File: config.mk
export PLATFORM = sky130hd
export DESIGN_NAME = edge_freq_meter_flat
export DESIGN_NICKNAME = d
export VERILOG_FILES = /design/src/rtl/edge_freq_meter_if.sv /design/src/rtl/edge_freq_meter.sv /design/src/flat_wrapper.sv
export SDC_FILE = /design/constraint.sdc
export NUM_CORES = 1
export LEC_CHECK = 0
export ABC_AREA = 1
export ABC_CLOCK_PERIOD_IN_PS = 2420
export CORE_ASPECT_RATIO = 0.6
export CORE_MARGIN = 10
export CORE_UTILIZATION = 56
export DETAILED_ROUTE_END_ITERATION = 8
export PLACE_DENSITY = 0.8
export SLEW_MARGIN = 20
export SYNTH_ARGS = -nofsm -noshare
export SYNTH_HDL_FRONTEND = slang
export SYNTH_SLANG_ARGS = --single-unit
export TNS_END_PERCENT = 100
File: constraint.sdc
create_clock -name clk -period 2.42 [get_ports clk]
set_clock_uncertainty 0.2 [all_clocks]
set_input_delay 0.242 -clock clk [delete_from_list [all_inputs] [get_ports clk]]
set_output_delay 0.242 -clock clk [all_outputs]
set_load 0.02 [all_outputs]
File: src/rtl/edge_freq_meter_if.sv
// Measurement bus of edge_freq_meter: enable and measured signal in,
// published window count, overflow flag and synchronised z out.
interface edge_freq_meter_if #(
    parameter int CNT_W = 8
);
    logic             en;
    logic             z;
    logic [CNT_W-1:0] cnt_out;
    logic             cnt_vld;
    logic             ovf;
    logic             z_sync;

    modport master (
        output en,
        output z,
        input  cnt_out,
        input  cnt_vld,
        input  ovf,
        input  z_sync
    );

    modport slave (
        input  en,
        input  z,
        output cnt_out,
        output cnt_vld,
        output ovf,
        output z_sync
    );
endinterface

File: src/rtl/edge_freq_meter.sv
// Counts rising edges of an asynchronous input over a fixed window of
// clk cycles and publishes a saturating count once per window.
module edge_freq_meter #(
    parameter int WIN_CYCLES = 1000,
    parameter int CNT_W      = 8
) (
    input logic          clk,
    input logic          rst,
    edge_freq_meter_if.slave bus
);
    localparam int WCNT_W = (WIN_CYCLES > 1) ? $clog2(WIN_CYCLES) : 1;
    localparam logic [WCNT_W-1:0] WLAST = WCNT_W'(WIN_CYCLES - 1);
    localparam logic [CNT_W-1:0]  CMAX  = '1;

    logic s1_q;
    logic s2_q;
    logic s3_q;

    logic [WCNT_W-1:0] wcnt_q, wcnt_d;
    logic [CNT_W-1:0]  rcnt_q, rcnt_d;
    logic              rovf_q, rovf_d;
    logic [CNT_W-1:0]  cnt_q,  cnt_d;
    logic              ovf_q,  ovf_d;
    logic              vld_q,  vld_d;

    logic edge_s;
    logic term_s;
    logic sat_s;

    assign edge_s = s2_q & ~s3_q;
    assign term_s = bus.en && (wcnt_q == WLAST);
    assign sat_s  = (rcnt_q == CMAX);

    // Two-flop synchroniser plus one history flop for edge detection
    always_ff @(posedge clk) begin
        if (rst) begin
            s1_q <= 1'b0;
            s2_q <= 1'b0;
            s3_q <= 1'b0;
        end else begin
            s1_q <= bus.z;
            s2_q <= s1_q;
            s3_q <= s2_q;
        end
    end

    always_comb begin
        wcnt_d = wcnt_q;
        rcnt_d = rcnt_q;
        rovf_d = rovf_q;
        cnt_d  = cnt_q;
        ovf_d  = ovf_q;
        vld_d  = 1'b0;
        if (!bus.en) begin
            wcnt_d = '0;
            rcnt_d = '0;
            rovf_d = 1'b0;
        end else if (term_s) begin
            // Terminal-cycle edge is folded into the finishing window
            if (sat_s && edge_s) begin
                cnt_d = CMAX;
            end else begin
                cnt_d = rcnt_q + CNT_W'(edge_s);
            end
            ovf_d  = rovf_q | (sat_s & edge_s);
            vld_d  = 1'b1;
            wcnt_d = '0;
            rcnt_d = '0;
            rovf_d = 1'b0;
        end else begin
            wcnt_d = wcnt_q + 1'b1;
            if (edge_s) begin
                if (sat_s) begin
                    rovf_d = 1'b1;
                end else begin
                    rcnt_d = rcnt_q + 1'b1;
                end
            end
        end
    end

    always_ff @(posedge clk) begin
        if (rst) begin
            wcnt_q <= '0;
            rcnt_q <= '0;
            rovf_q <= 1'b0;
            cnt_q  <= '0;
            ovf_q  <= 1'b0;
            vld_q  <= 1'b0;
        end else begin
            wcnt_q <= wcnt_d;
            rcnt_q <= rcnt_d;
            rovf_q <= rovf_d;
            cnt_q  <= cnt_d;
            ovf_q  <= ovf_d;
            vld_q  <= vld_d;
        end
    end

    assign bus.cnt_out = cnt_q;
    assign bus.cnt_vld = vld_q;
    assign bus.ovf     = ovf_q;
    assign bus.z_sync  = s2_q;
endmodule

File: src/flat_wrapper.sv
// flat-port wrapper written by rule: the top's interface ports become plain ports
module edge_freq_meter_flat 
#(
    parameter int WIN_CYCLES = 1000,
    parameter int CNT_W      = 8
)
  (clk, rst, bus_en, bus_z, bus_cnt_out, bus_cnt_vld, bus_ovf, bus_z_sync);
  edge_freq_meter_if #(.CNT_W(CNT_W)) bus_i ();
  input logic clk;
  input logic rst;
  input wire logic [$bits(bus_i.en)-1:0] bus_en;
  input wire logic [$bits(bus_i.z)-1:0] bus_z;
  output wire logic [$bits(bus_i.cnt_out)-1:0] bus_cnt_out;
  output wire logic [$bits(bus_i.cnt_vld)-1:0] bus_cnt_vld;
  output wire logic [$bits(bus_i.ovf)-1:0] bus_ovf;
  output wire logic [$bits(bus_i.z_sync)-1:0] bus_z_sync;
  assign bus_i.en = bus_en;
  assign bus_i.z = bus_z;
  assign bus_cnt_out = bus_i.cnt_out;
  assign bus_cnt_vld = bus_i.cnt_vld;
  assign bus_ovf = bus_i.ovf;
  assign bus_z_sync = bus_i.z_sync;
  edge_freq_meter #(.WIN_CYCLES(WIN_CYCLES), .CNT_W(CNT_W)) u_core (.clk(clk), .rst(rst), .bus(bus_i));
endmodule
Word-level counts from Yosys, hierarchy flattened
Index checks and enable logic that the tools add are counted.
- output and inout bits: 11
- register bits after elaboration: 32
- reduce and logical (&&, ||, !) cells: 7
- add/sub/neg operators: 3
- equality and inequality tests: 2
- bitwise gates (word level): 6
- muxes and demuxes: 2
- operators with widths (cell ; number):
    $add A10 B1 Y10 const B ; 1
    $eq A10 B10 Y1 const B ; 1
    $add A8 B1 Y8 ; 1
    $add A8 B1 Y8 const B ; 1
    $eq A8 B8 Y1 const B ; 1
    $mux W8 ; 1
    $reduce_and A2 Y1 ; 3
    $not A1 Y1 ; 3
    $reduce_or A3 Y1 ; 1
    $and A1 B1 Y1 ; 2
    $logic_and A1 B1 Y1 ; 2
    $reduce_or A2 Y1 ; 1
    $mux W1 ; 1
    $or A1 B1 Y1 ; 1

Depth between registers and ports, before layout
Gate-level depths: netlist of the first run.
- depth in word-level cells: 4
- mapped depth: 11
- depth with buffers taken out: 10

Least setup slack after synthesis of the first run
No wires, ideal clock.
- kind: register -> register
- start: register u_core.s2_q (netlist: u_core.bus.z_sync)
- end: register u_core.cnt_q[6] (netlist: u_core.bus.cnt_out[6])
- path slack: 0.485 ns
- path buffers: 1
- data required time: 2.104 ns
- cell stages (with the launch flop): 11
- arrival: 1.619 ns
- setup time: 0.116 ns
- period minus slack after synthesis: 1.935 ns
- cells stage by stage: dfxtp_1 > inv_1 > nor2_4 > buf_6 > ha_1 > ha_1 > nand3_1 > o21ai_0 > nand2_1 > nor2_2 > nor2_1
- word-level cells in the longest chain between the ends: 3
- ends and longest elaborated chain (item ; line ; text):
    from (decl) ; edge_freq_meter.sv:16 ; logic s2_q;
    from (signal assigned) ; edge_freq_meter.sv:42 ; s2_q <= s1_q;
    $and A1 B1 Y1 (*) ; edge_freq_meter.sv:30 ; assign edge_s = s2_q & ~s3_q;
    $add A8 B1 Y8 or $logic_and A1 B1 Y1 (tied branches) ; edge_freq_meter.sv:63, edge_freq_meter.sv:60 ;
    $mux W8 (*) ; edge_freq_meter.sv:60 ; if (sat_s && edge_s) begin
    to (signal assigned) ; edge_freq_meter.sv:94 ; cnt_q <= cnt_d;
    to (decl) ; edge_freq_meter.sv:22 ; logic [CNT_W-1:0] cnt_q, cnt_d;
Mark *: on every way between the ends. The rest lies on a longest branch, timed or not.
A chain may end at the register's enable or synchronous reset.

Worst setup path after layout of the first run
- start: register u_core.wcnt_q[0]
- end: register u_core.wcnt_q[7]
- word-level cells in the longest chain between the ends: 3
- ends and longest elaborated chain (item ; line ; text):
    from (decl) ; edge_freq_meter.sv:19 ; logic [WCNT_W-1:0] wcnt_q, wcnt_d;
    from (signal assigned) ; edge_freq_meter.sv:91 ; wcnt_q <= wcnt_d;
    parallel branches: the longest is 3 deep, another holds $add A10 B1 Y10 ; n/a ;
Parallel ways; which one is timed is not known.

==> run summary, run 1 <==
RSZ-0062 raised after global routing - no
Area share of the largest cell type after synthesis - 38.2%
Min cycle time layout - 1.77 ns
Synthesized area per cell - 7.76 um^2
Maximum VDD drop - 0.327 mV
Layout cells sized above 1 - 15.7%
CTS Root Buffer Type - clkbuf_8
Crit path arrival time - 1.75 ns
Top routing layer used - met4
Die height - 62.4 um
Pin count of the biggest net entering global routing - 16
Largest area contributor in the netlist - dfxtp_1
Actual slew at the worst max-slew pin - 0.358 ns
Via Count - 1334
Max Cap Viol - 0
Gpl congestion - 0.802
Hold Crit Class - flip-flop to flip-flop
Drc violations - 0
Status - finished, final reports clean
Cells after Synth - 216
Seq/Total Area, Yosys - 38.2%
First-pass GRT wire length - 5.71 mm
Maximum clock frequency - 0.564 GHz
Leak - 0.873 nW
Kind of critical path - flip-flop to flip-flop
HPWL Detailed - 2.48 mm
Final net count - 243
I/O Buffers - 14
Post-synth cell types - 27
ANT nets after route - 0
Sequential cell area - 641 um^2
Commonest non-fill, non-tap cell in the layout - nand2_1
DR vias/cell - 4.82
Routed WL - 3.22 mm
Post-CTS Hold Fix Bufs - 0
Post-cts resize count - 0
Worst Path Max Fanout - 15
Worst reg2reg endpoint - u_core.wcnt_q[7]$_SDFF_PP0_
Clk buf depth - 2
Slew HR - 76.1%
Post-CTS Setup Bufs - 0
Final setup fails - 0
Skew-Pair Late Insertion Delay - 0.28 ns
Clock-pin slew on the worst setup and hold paths - 0.06 ns
Core Box Area - 2870 um^2
H-tree depth - 2
Synth area leaders - dfxtp_1, nand2_1, nor2_1
Initial DRC Count - 85
DIE AREA - 5650 um^2
Final hold slack - 0.216 ns
Met3 wire len - 281 um
Most frequent cells in the layout - nand2_1, nor2_1, dfxtp_1
Met2 wire length - 1.23 mm
Filler cells - 250
R2R depth - 8
Syn nets - 225
Core Rows - 15
Worst Setup SP - u_core.wcnt_q[0]$_SDFF_PP0_
Total track usage - 12.1%
Clock buffer count from CTS - 5
Fin. max-slew vios - 0
Crit path capture type - flip-flop
Total negative setup slack - 0 ns
Starting Density - 58.3%
WP data required - 2.40 ns
Final Hold Fails - 0
Period utilization - 73.3%
ANT cells - 0
Die width - 90.6 um
FF+latch count, synth - 32
CTS tree - yes
R2r setup slk - 0.65 ns
CP endpoint - u_core.wcnt_q[7]$_SDFF_PP0_
Synthesized area - 1680 um^2
Origin of the critical flop-to-flop path - u_core.wcnt_q[0]$_SDFF_PP0_
Total grt overflow - 0
Pwr dens - 512 nW/um^2
# IOs - 15
Yosys warns - 0
CP Launch Type - flip-flop
Initial antenna violation count - 0
Finished Core Util - 67.0%
Wire length per cell - 11.6 um
Metal-1 WL - 1.64 mm
Vias in the first global route - 1261
Area of the multi-input gates - 903 um^2
# clock sinks - 32
Initial DRT Pass Iterations - 4
Area grow syn2layout - 14.9%
worst min-delay path by stage:
stage                           startpoint                           end  slack [ns]  cells past startpoint
floorplan                              rst        u_core.s1_q$_SDFF_PP0_        0.11                      1
detailed placement  u_core.s1_q$_SDFF_PP0_  u_core.bus.z_sync$_SDFF_PP0_        0.21                      2
global route        u_core.s1_q$_SDFF_PP0_  u_core.bus.z_sync$_SDFF_PP0_        0.23                      2
finish              u_core.s1_q$_SDFF_PP0_  u_core.bus.z_sync$_SDFF_PP0_        0.22                      2
CTS                 u_core.s1_q$_SDFF_PP0_  u_core.bus.z_sync$_SDFF_PP0_        0.22                      2
global placement    u_core.s1_q$_SDFF_PP0_  u_core.bus.z_sync$_SDFF_PP0_        0.19                      2
flip-flops by register name (all words and copies together), names as in the netlist:
signal              count
u_core.bus.cnt_out      8
u_core.bus.cnt_vld      1
u_core.bus.ovf          1
u_core.bus.z_sync       1
u_core.rcnt_q           8
u_core.rovf_q           1
u_core.s1_q             1
u_core.s3_q             1
u_core.wcnt_q          10
routing by layer:
layer  GRT usage [%]  vias to the layer above
li1                -                      711
met1            16.1                      577
met2            15.9                       37
met3            4.80                        9
met4            6.52                        0
met5               0                        -
kinds of logic (layout without fill, tap and decap cells):
family	after synthesis	count (layout)	share of synthesized area (%)
flops	32	32	38.2
fa+ha+maj	5	5	3.73
xor+xnor	6	6	3.14
buf+inv	28	47	7.84
simple gates	125	125	40.5
compound gates	20	20	6.57
through the flow:
step	cells	worst slack, ns	total power [mW]	instance area (um^2)
after floorplan	216	0.485	0.566	1680
after global placement	269	0.463	0.576	1830
after detailed placement	269	0.417	0.576	1830
after CTS	277	0.657	0.996	1920
after global routing	277	0.470	1.02	1920
final	277	0.646	0.985	1920
area by class of cell:
cell class | count | area share, %
sequential | 32 | 33.3
timing repair buffer | 15 | 7.67
clock buffer | 8 | 4.68
multi-input combinational | 156 | 46.9
inverter | 24 | 4.68
tap | 42 | 2.73
report_power, final:
group          internal (mW)  switching (mW)  leakage (nW)
clock                  0.232           0.189        0.0455
combinational         0.0119          0.0193         0.569
sequential             0.531         0.00286         0.259
worst max-delay path: stages (launching register included):
cell	delay, ns
dfxtp_1	0.37
ha_1	0.22
nand2_1	0.06
nor2_1	0.13
nand3_2	0.12
nand2_2	0.28
inv_1	0.14
nand2_1	0.10
nor2_1	0.04
synth_stat cells:
| cell type | count |
|---|---|
| dfxtp_1 | 32 |
| ha_1 | 5 |
| o21ai_0 | 11 |
| nand3_2 | 1 |
| inv_2 | 3 |
| nand3_4 | 2 |
| o21bai_1 | 1 |
| nand2_2 | 3 |
| buf_4 | 1 |
| nor3b_1 | 1 |
| nor2_4 | 2 |
| xor2_1 | 6 |
| nand3b_1 | 3 |
| nand2_1 | 41 |
| nand3b_4 | 1 |
| nor3_1 | 3 |
| nor2_8 | 2 |
| nand4_1 | 4 |
| nor2_1 | 39 |
| a21oi_1 | 6 |
| nand2_8 | 1 |
| nand2_4 | 3 |
| a21oi_2 | 2 |
| inv_1 | 21 |
| nor2_2 | 10 |
| nand3_1 | 9 |
| buf_6 | 3 |
(Power assumes the default switching activity.)
==> run 2: changes to the inputs <==
--- a/config.mk
+++ b/config.mk
@@ -6,7 +6,7 @@
 export NUM_CORES = 1
 export LEC_CHECK = 0
 export ABC_AREA = 1
-export ABC_CLOCK_PERIOD_IN_PS = 2420
+export ABC_CLOCK_PERIOD_IN_PS = 1800
 export CORE_ASPECT_RATIO = 0.6
 export CORE_MARGIN = 10
 export CORE_UTILIZATION = 56
==> constraint.sdc (replaced) <==
create_clock -name clk -period 1.8 [get_ports clk]
set_clock_uncertainty 0.2 [all_clocks]
set_input_delay 0.18 -clock clk [delete_from_list [all_inputs] [get_ports clk]]
set_output_delay 0.18 -clock clk [all_outputs]
set_load 0.02 [all_outputs]
==> run summary, run 2 (synthesis results as in run 1) <==
Status - finished, final reports clean
CTS tree - yes
ANT nets after route - 0 (unchanged)
Crit path largest cell delay - 0.43 ns (+0.06 ns)
Max reg flops - 10 (unchanged)
DIE AREA - 5650 um^2 (unchanged)
Net switching power figure - 301 uW (+43%)
Clk buf depth - 2 (unchanged)
Placed cells - 278 (+3.3%)
DR vias/cell - 4.83 (+0.27%)
First-pass GRT wire length - 5.69 mm (-0.37%)
# IOs - 15 (unchanged)
Met2 wire length - 1.22 mm (-1.4%)
Min cycle time layout - 1.66 ns (-0.119 ns)
CP Launch Type - flip-flop
Die width - 90.6 um (unchanged)
Final net count - 252 (+3.7%)
Gpl congestion - 0.838 (+4.5%)
H-tree depth - 2 (unchanged)
Total negative setup slack - 0 ns (unchanged)
Kind of critical path - flip-flop to flip-flop
Routed WL - 3.37 mm (+4.7%)
Actual slew at the worst max-slew pin - 0.399 ns (+0.0417 ns)
Pwr Total - 1.47 mW (+49%)
WP data required - 1.79 ns (-0.61 ns)
# clock sinks - 32 (unchanged)
Via Count - 1381 (+3.5%)
Skew-Pair Late Insertion Delay - 0.29 ns (about the same)
Total track usage - 12.4% (+0.34 points)
Starting Density - 58.3% (unchanged)
Clk pwr share - 47.6% (+4.9 points)
Cell chain of the critical path - ha_1 -> inv_1 -> nor2_8 -> nand2_4 -> nand2_4 -> nor2_1 -> nor2_1 -> nor2_1
Clock buffer count from CTS - 5 (unchanged)
Max Cap Viol - 0 (unchanged)
Maximum clock frequency - 0.604 GHz (+7.2%)
Core Rows - 15 (unchanged)
Largest reg by FF count - u_core.wcnt_q
Post-CTS Setup Bufs - 0 (unchanged)
CP dominant cell by count - nor2_1
Met3 wire len - 280 um (-0.36%)
I/O Buffers - 14 (unchanged)
Layout cells sized above 1 - 21.3% (+5.6 points)
Metal-1 WL - 1.82 mm (+11%)
Wire length per cell - 11.8 um (+1.4%)
Vias in the first global route - 1242 (-1.5%)
RSZ-0062 raised after global routing - no
Commonest non-fill, non-tap cell in the layout - nand2_1
Post-cts resize count - 0 (unchanged)
Most frequent cells in the layout - nand2_1, nor2_1, dfxtp_1
Total grt overflow - 0 (unchanged)
Switch share - 20.5% (-0.93 points)
Worst Path Max Fanout - 9 (-6)
Filler cells - 229 (-8.4%)
Crit path arrival time - 1.64 ns (-0.11 ns)
Pin count of the biggest net entering global routing - 11 (-5)
Comb pwr share - 3.7% (+0.5 points)
R2R depth - 8 (unchanged)
Post-CTS Hold Fix Bufs - 0 (unchanged)
Non-filler cells, final - 286 (+3.2%)
Maximum VDD drop - 0.409 mV (+25%)
Worst Hold Depth - 2 (unchanged)
Sequential share of power - 48.7% (-5.5 points)
Initial antenna violation count - 0 (unchanged)
Slew HR - 73.2% (-3.0 points)
Slowest cell on crit path - dfxtp_1
Top routing layer used - met4
Pint - 1.17 mW (+51%)
Leak - 0.930 nW (+6.6%)
Initial DRC Count - 104 (+22%)
Area grow syn2layout - 21.4%
CTS Root Buffer Type - clkbuf_8
Hold Crit Class - flip-flop to flip-flop
Drc violations - 0 (unchanged)
Final Hold Fails - 0 (unchanged)
Pwr dens - 723 nW/um^2 (+41%)
Fin. max-slew vios - 0 (unchanged)
Crit path capture type - flip-flop
Final setup fails - 0 (unchanged)
Core Box Area - 2870 um^2 (unchanged)
HPWL Detailed - 2.64 mm (+6.3%)
Clock-pin slew on the worst setup and hold paths - 0.06 ns (about the same)
ANT cells - 0 (unchanged)
Initial DRT Pass Iterations - 4 (unchanged)
Period utilization - 92.0% (+19 points)
Die height - 62.4 um (unchanged)
run 2: critical path, delay by kind of cell, from the launching register on:
kind | cells | cell delay, ns
fa+ha+maj | 1 | 0.23
buf+inv | 1 | 0.11
flops | 1 | 0.43
simple gates | 6 | 0.58
run 2: final cells by class:
| class | count | area, um^2 | area share, % |
|---|---|---|---|
| clock buffer | 8 | 121 | 5.97 |
| multi-input combinational | 156 | 911 | 44.8 |
| tap | 42 | 52.6 | 2.58 |
| sequential | 32 | 644 | 31.7 |
| timing repair buffer | 24 | 215 | 10.6 |
| inverter | 24 | 90.1 | 4.43 |
run 2: metrics by stage:
stage | util (%) | hold slack [ns] | cell area [um^2] | setup WS [ns]
after floorplan | - | 0.0416 | 1690 | 0.0200
after global placement | 66.6 | 0.179 | 1910 | 0.150
after detailed placement | 66.6 | 0.183 | 1910 | 0.0988
after CTS | 70.8 | 0.193 | 2030 | 0.151
after global routing | 70.8 | 0.218 | 2030 | 0.0489
final | 70.8 | 0.192 | 2030 | 0.145
run 2: worst paths after layout:
path | end | slack, ns | from
max | u_core.rcnt_q[7]$_SDFFE_PP0P_ | 0.14 | u_core.rcnt_q[0]$_SDFFE_PP0P_
min | u_core.bus.z_sync$_SDFF_PP0_ | 0.19 | u_core.s1_q$_SDFF_PP0_
max reg2reg | u_core.rcnt_q[7]$_SDFFE_PP0P_ | 0.14 | u_core.rcnt_q[0]$_SDFFE_PP0P_
min reg2reg | u_core.bus.z_sync$_SDFF_PP0_ | 0.19 | u_core.s1_q$_SDFF_PP0_
run 2: power by group through the flow:
stage / combinational, mW / clock [mW] / sequential [mW]
CTS: 0.0548 / 0.716 / 0.716
detailed placement: 0.0542 / 0 / 0.732
global placement: 0.0536 / 0 / 0.732
global route: 0.0609 / 0.746 / 0.716
finish: 0.0548 / 0.701 / 0.716
floorplan: 0.0281 / 0 / 0.733
run 2: layer usage:
metal / vias to the layer above / track usage, %
met5: - / 0
met1: 602 / 17.3
met2: 35 / 15.7
met4: 0 / 5.93
met3: 7 / 5.16
li1: 737 / -
